--- config.mk ---
export PLATFORM = sky130hd
export DESIGN_NAME = key_router
export DESIGN_NICKNAME = d
export VERILOG_FILES = /design/src/rtl/key_router.sv
export SDC_FILE = /design/constraint.sdc
export NUM_CORES = 1
export LEC_CHECK = 0
export ABC_CLOCK_PERIOD_IN_PS = 1700
export CORE_ASPECT_RATIO = 0.6
export CORE_MARGIN = 2
export CORE_UTILIZATION = 40
export CTS_CLUSTER_DIAMETER = 200
export DETAILED_ROUTE_END_ITERATION = 8
export HOLD_SLACK_MARGIN = 0.15
export PLACE_DENSITY = 0.67
export REMOVE_ABC_BUFFERS = 1
export SYNTH_ARGS = -nofsm -noshare
export SYNTH_HDL_FRONTEND = slang
export SYNTH_SLANG_ARGS = --single-unit
--- constraint.sdc ---
create_clock -name clk -period 1.7 [get_ports clk]
set_input_delay 0.17 -clock clk [delete_from_list [all_inputs] [get_ports clk]]
set_output_delay 0.17 -clock clk [all_outputs]
set_load 0.02 [all_outputs]
--- src/rtl/key_router.sv ---
// key_router: turns debounced key levels into mode selection, clock-mode
// pulses and multiplier operand updates. Every output is registered, so an
// output changes on the clk edge that first samples the rising key level.
// Optional feature macro: KEY_ROUTER_REPEAT_EN (auto-repeat of A/B/C while held).
//
// mode | meaning
// -----+--------------------------------------------------
//    0 | idle, keys other than MODE ignored
//    1 | idle, keys other than MODE ignored
//    2 | CLOCK: A/B/C/E pulse hour/min/sec/clc, D toggles run
//    3 | MUL: A/B bump op_x/op_y, C toggles show, D clears
//   4+ | idle, keys other than MODE ignored
module key_router #(
   parameter int NKEY    = 7,
   parameter int NMODE   = 4,
   parameter int OPW     = 4,
   parameter int REP_DLY = 8,
   parameter int REP_PER = 4,
   localparam int MW     = $clog2(NMODE)
) (
   input  logic            clk,
   input  logic            rst_n,
   input  logic [NKEY-1:0] key_lvl,
   output logic [MW-1:0]   mode,
   output logic            mode_chg,
   output logic            hour_up,
   output logic            min_up,
   output logic            sec_up,
   output logic            clc,
   output logic            run,
   output logic [OPW-1:0]  op_x,
   output logic [OPW-1:0]  op_y,
   output logic            show
);

   logic [NKEY-1:0] prev_q;
   logic [NKEY-1:0] press_raw;
   logic [4:0]      press_eff;
   logic            mode_press;
   logic            in_clk;
   logic            in_mul;

   logic [MW-1:0]   mode_q,   mode_n;
   logic            chg_q,    chg_n;
   logic            hour_q,   hour_n;
   logic            min_q,    min_n;
   logic            sec_q,    sec_n;
   logic            clc_q,    clc_n;
   logic            run_q,    run_n;
   logic [OPW-1:0]  opx_q,    opx_n;
   logic [OPW-1:0]  opy_q,    opy_n;
   logic            show_q,   show_n;

   assign press_raw  = key_lvl & ~prev_q;
   assign mode_press = press_raw[NKEY-1];
   // Compare at 32 bits so modes 2/3 are simply never matched when MW is too narrow.
   assign in_clk     = (32'(mode_q) == 32'd2);
   assign in_mul     = (32'(mode_q) == 32'd3);

`ifdef KEY_ROUTER_REPEAT_EN
   localparam int RMAX = (REP_DLY > REP_PER) ? REP_DLY : REP_PER;
   localparam int CW   = $clog2(RMAX + 1);

   logic          rep_arm_q, rep_arm_n;
   logic [2:0]    rep_sel_q, rep_sel_n;
   logic [CW-1:0] rep_cnt_q, rep_cnt_n;
   logic [2:0]    held_sel;
   logic [2:0]    rep_fire;

   // Lowest-index held key among A/B/C, one-hot.
   assign held_sel = key_lvl[2:0] & (~key_lvl[2:0] + 3'd1);

   // Repeat timer: armed only by a real press, dropped on mode change,
   // leaving mode 2/3, or when the repeating key stops being the lowest held.
   always_comb begin
      rep_arm_n = rep_arm_q;
      rep_sel_n = rep_sel_q;
      rep_cnt_n = rep_cnt_q;
      rep_fire  = 3'b000;
      if (mode_press || !(in_clk || in_mul) || (held_sel == 3'b000)) begin
         rep_arm_n = 1'b0;
      end else if (|press_raw[4:0]) begin
         rep_arm_n = 1'b1;
         rep_sel_n = held_sel;
         rep_cnt_n = CW'(REP_DLY - 1);
      end else if (rep_arm_q && (held_sel != rep_sel_q)) begin
         rep_arm_n = 1'b0;
      end else if (rep_arm_q) begin
         if (rep_cnt_q == '0) begin
            rep_fire  = rep_sel_q;
            rep_cnt_n = CW'(REP_PER - 1);
         end else begin
            rep_cnt_n = rep_cnt_q - CW'(1);
         end
      end
   end

   // Repeat timer registers.
   always_ff @(posedge clk or negedge rst_n) begin
      if (!rst_n) begin
         rep_arm_q <= 1'b0;
         rep_sel_q <= 3'b000;
         rep_cnt_q <= '0;
      end else begin
         rep_arm_q <= rep_arm_n;
         rep_sel_q <= rep_sel_n;
         rep_cnt_q <= rep_cnt_n;
      end
   end

   assign press_eff = press_raw[4:0] | {2'b00, rep_fire};
`else
   assign press_eff = press_raw[4:0];
`endif

   // State register: edge history and all registered outputs.
   always_ff @(posedge clk or negedge rst_n) begin
      if (!rst_n) begin
         prev_q <= '1;
         mode_q <= '0;
         chg_q  <= 1'b0;
         hour_q <= 1'b0;
         min_q  <= 1'b0;
         sec_q  <= 1'b0;
         clc_q  <= 1'b0;
         run_q  <= 1'b0;
         opx_q  <= '0;
         opy_q  <= '0;
         show_q <= 1'b0;
      end else begin
         prev_q <= key_lvl;
         mode_q <= mode_n;
         chg_q  <= chg_n;
         hour_q <= hour_n;
         min_q  <= min_n;
         sec_q  <= sec_n;
         clc_q  <= clc_n;
         run_q  <= run_n;
         opx_q  <= opx_n;
         opy_q  <= opy_n;
         show_q <= show_n;
      end
   end

   // Next state: a MODE press wins and swallows every other key that cycle.
   always_comb begin
      mode_n = mode_q;
      chg_n  = 1'b0;
      hour_n = 1'b0;
      min_n  = 1'b0;
      sec_n  = 1'b0;
      clc_n  = 1'b0;
      run_n  = run_q;
      opx_n  = opx_q;
      opy_n  = opy_q;
      show_n = show_q;
      if (mode_press) begin
         chg_n = 1'b1;
         if (32'(mode_q) == NMODE - 1) begin
            mode_n = '0;
         end else begin
            mode_n = mode_q + MW'(1);
         end
      end else if (in_clk) begin
         hour_n = press_eff[0];
         min_n  = press_eff[1];
         sec_n  = press_eff[2];
         clc_n  = press_eff[4];
         run_n  = run_q ^ press_eff[3];
      end else if (in_mul) begin
         if (press_eff[3]) begin
            opx_n  = '0;
            opy_n  = '0;
            show_n = 1'b0;
         end else begin
            opx_n  = opx_q + OPW'(press_eff[0]);
            opy_n  = opy_q + OPW'(press_eff[1]);
            show_n = show_q ^ press_eff[2];
         end
      end
   end

   // Outputs come straight from the registers.
   always_comb begin
      mode     = mode_q;
      mode_chg = chg_q;
      hour_up  = hour_q;
      min_up   = min_q;
      sec_up   = sec_q;
      clc      = clc_q;
      run      = run_q;
      op_x     = opx_q;
      op_y     = opy_q;
      show     = show_q;
   end

endmodule

==> results.txt, run 1 <==
* Placer congestion estimate: just under 0.8
- Via count of the first global-routing pass: 756
* Worst-case clock skew: ~1.1 ps
- Leakage Power: 0.616 nW
- The initial antenna violation count is 0.
* Post-CTS setup buffer count: 0
* Maximum number of pins on one net before global-route repair: 24
* Unrepaired setup endpoints after global routing: no
- After Yosys synthesis, and, or, nand and nor cells account for between 20% and 30% of the synthesized area.
- Data arrival at the endpoint of the critical path: 1760 ps
- In this run the vertical extent of the chip is about 44 µm.
* Post-synthesis share of cell area spent on full adders, half adders and majority gates: around 7.2%
- CTS resizes: 0
* Total of buffers placed on input and output ports: 24
- After detailed routing, the number of remaining DRC violations is 0.
- STA classifies the critical path endpoint as a flop.
* Clock root buffer: sky130_fd_sc_hd__clkbuf_8
- Dividing the detail-routed via count by the number of cells gives 5.15.
* Clock share of power: roughly a fifth
- Slew margin rel.: between 70% and 80%
- Peak supply drop: between 0.8 and 0.9 mV
- Diode count: 0
* Share of cell area taken by muxes after synthesis: 0%
- At the end of the flow the core is filled with cells to between 50% and 60%.
- The floorplan step set the die width to 69.9 µm.
- Sequential cell area fraction in the yosys report: between 50% and 60%
- Max Root-Sink Buffers: 2
- Wires add up to approximately 2100 µm.
* Total overflow reported by the global router: 0
* Die outline area: slightly above 0.003 mm²
- Internal power comes to about 1.1 mW.
- The first global-routing pass estimated ~3500 µm of wire.
* Commonest non-fill, non-tap cell in the layout: sky130_fd_sc_hd__clkdlybuf4s50_1
- Effective utilization at floorplan: 41.9%
- The critical path is of the flop to flop type.
* TritonRoute pass-1 iters: 2
- Portion of total power attributed to combinational logic: about 37%
- Setup violations remaining at the end of the flow were counted as 0.
* Number of unique standard cell types used by synthesis: 26
- Portion of total power attributed to sequential cells: 42.8%
- The routed layout has between 700 and 800 vias.
- Of all nets on the critical path, the largest fanout is 2.
- Core area: between 0.002 and 0.0025 mm²
- Combined area of all synthesized cells: 0.00104 mm²
* Detailed-placement wirelength estimate: ~1500 µm
- Boundary pin count: 26
* Number of DRC violations after detailed-routing iteration 0: 17
* Commonest non-fill, non-tap cells in the layout: sky130_fd_sc_hd__clkdlybuf4s50_1 (24), sky130_fd_sc_hd__dfrtp_1 (17), sky130_fd_sc_hd__o21ai_0 (9)
- Global routing used approximately 15% of the available tracks across all layers.
- Max Freq: roughly 0.63 GHz
* Max-cap check violation count: 0
* Layout cell share with drive strength beyond 1: between 10% and 20%
* Worst slack at placement: -122 ps
- At the pin with the least slew margin, the transition time is between 300 and 400 ps.
- CTS tree: yes
* Overall power: roughly 1.7 mW
* Final-layout worst hold slack: between 200 and 300 ps
* Clock edge transition at the registers on the reported setup and hold paths: roughly 80 ps
- # H-tree levels: 1
* Post-layout min period: ~1600 ps
* Hold crit path type: primary input to async pin
- Post-layout worst setup margin: between 100 and 150 ps
- Power density of the placed cells: 1250 mW/mm²
- Layout overhead on the synthesized area: 32.0%
* Number of instances in the synthesized netlist: 87
* Result of the run: finished clean
- Row count: 14
- Once detail routing completed, the nets flagged for antenna violations numbered 0.
- The synthesized netlist devotes 10.6% of its cell area to compound gates.
- Cts-stage hold buffer count: 0
* Max-slew violation total from the final report: 0
- Nets@finish: 133
* Flip-flop and latch count after synthesis: 23
- After layout, the worst path uses 94.0% of the clock period.
* Number of clock sinks: 23
- By area, the combinational part of the netlist is dominated by simple AND/OR/NAND/NOR gates.
- Insertion delay to the later sink of the worst-skew pair: around 270 ps
* Required @ worst endpoint: about 1900 ps
- Sum of negative setup slack: 0 ps
- Averaged over all synthesized cells, the footprint is 12.0 µm².
- Net switching share of the total power: between 30 and 40%
- In this run, CTS created clock tree buffers numbering 3.
- Yosys printed 0 warnings.
- The count of final hold-check violations was 0.
* Kind of launch point of the worst setup path: flop
- In the final routed layout, each cell accounts on average for about 14 µm.
* Switching power: 0.588 mW
- Xor/xnor cell area share of the yosys netlist: less than 1%
==> power groups by stage <==
stage	clock network, mW	registers, mW	logic, mW
2_1_floorplan	0	0.855	0.214
3_3_place_gp	0	0.741	0.629
3_5_place_dp	0	0.749	0.648
4_1_cts	0.352	0.739	0.651
5_1_grt	0.371	0.756	0.705
6_report	0.340	0.737	0.644
==> synthesized netlist by cell type <==
| cell type | n | area (µm²) |
|---|---|---|
| sky130_fd_sc_hd__o21ai_0 | 9 | 45.0 |
| sky130_fd_sc_hd__dfrtp_1 | 17 | 425 |
| sky130_fd_sc_hd__inv_1 | 1 | 3.75 |
| sky130_fd_sc_hd__xnor2_1 | 1 | 8.76 |
| sky130_fd_sc_hd__o211ai_1 | 2 | 15.0 |
| sky130_fd_sc_hd__dfstp_2 | 6 | 158 |
| sky130_fd_sc_hd__or4_4 | 1 | 11.3 |
| sky130_fd_sc_hd__buf_6 | 3 | 33.8 |
| sky130_fd_sc_hd__a32o_1 | 2 | 20.0 |
| sky130_fd_sc_hd__nand2b_1 | 1 | 6.26 |
| sky130_fd_sc_hd__o311ai_1 | 2 | 17.5 |
| sky130_fd_sc_hd__or3_1 | 3 | 18.8 |
| sky130_fd_sc_hd__nor2_1 | 2 | 7.51 |
| sky130_fd_sc_hd__clkbuf_1 | 1 | 3.75 |
| sky130_fd_sc_hd__nor2b_1 | 5 | 31.3 |
| sky130_fd_sc_hd__nor3b_1 | 1 | 7.51 |
| sky130_fd_sc_hd__ha_1 | 6 | 75.1 |
| sky130_fd_sc_hd__and2b_1 | 1 | 7.51 |
| sky130_fd_sc_hd__o211ai_2 | 1 | 12.5 |
| sky130_fd_sc_hd__and3_2 | 2 | 15.0 |
| sky130_fd_sc_hd__nand2b_4 | 2 | 27.5 |
| sky130_fd_sc_hd__nand3_1 | 6 | 30.0 |
| sky130_fd_sc_hd__nand2b_2 | 1 | 8.76 |
| sky130_fd_sc_hd__nand4_1 | 4 | 25.0 |
| sky130_fd_sc_hd__nand2_1 | 6 | 22.5 |
| sky130_fd_sc_hd__inv_2 | 1 | 3.75 |
==> layer usage <==
metal  share of wire, %  vias up  GRT usage (%)
li1                   -      373              -
met1                 50      369           20.9
met2                 41       21           23.6
met3                6.7        4           6.05
met4                1.5        0           3.46
met5                  0        -              0
==> path summary, 6_finish.rpt <==
kind / startpoint / to / slack [ps] / cells past startpoint
max reg2reg: prev_q[0]$_DFF_PN1_ / op_x[2]$_DFFE_PN0P_ / 100 / 6
min: rst_n / hour_up$_DFF_PN0_ / 250 / 2
min in group clk: key_lvl[1] / prev_q[1]$_DFF_PN1_ / 320 / 1
min reg2reg: run$_DFFE_PN0P_ / run$_DFFE_PN0P_ / 520 / 1
max: prev_q[0]$_DFF_PN1_ / op_x[2]$_DFFE_PN0P_ / 100 / 6
max in group asynchronous: rst_n / prev_q[1]$_DFF_PN1_ / 1170 / 2
==> registers in the layout, indices dropped and copies added, names as in the netlist <==
name,flops
sec_up,1
hour_up,1
run,1
op_y,4
prev_q,6
show,1
min_up,1
clc,1
op_x,4
mode_chg,1
mode,2
==> cell type report <==
class / instances / area, µm²
Clock buffer: 4 / 45.0
Multi-Input combinational cell: 58 / 413
Inverter: 2 / 7.51
Tap cell: 32 / 40.0
Fill cell: 223 / 1110
Sequential cell: 23 / 583
Timing Repair Buffer: 30 / 285
==> logic make-up after synthesis <==
kind of cell	count (synthesis)
AND/OR/NAND/NOR	35
adder cells (fa/ha/maj)	6
AO/OA/AOI/OAI	16
flip-flops	23
XOR/XNOR	1
buffers and inverters	6
==> per-stage QoR <==
step	instances	instance area [µm²]
final	149	1370
after global routing	149	1370
after CTS	149	1370
after detailed placement	145	1330
after global placement	145	1330
after floorplan	83	1000
==> worst max-delay path, cell delays in order (launching register included) <==
cell and delay, ps:
sky130_fd_sc_hd__dfstp_2 520, sky130_fd_sc_hd__nor2b_1 50, sky130_fd_sc_hd__ha_1 210, sky130_fd_sc_hd__buf_4 140, sky130_fd_sc_hd__ha_1 180, sky130_fd_sc_hd__nor2b_1 130
sky130_fd_sc_hd__a32o_1 250
No activity file was read; power rests on OpenSTA's default activity.
==> run 2, diff against run 1 <==
- MAX_ROUTING_LAYER: not set -> met4
==> results of run 2 <==
The final DEF is identical to that of run 1; final timing and power are the same.
Main changes from that run: final weighted congestion in routability-driven placement 0.788 -> 0.799; overall routing resource usage 15.3% -> 15.9%
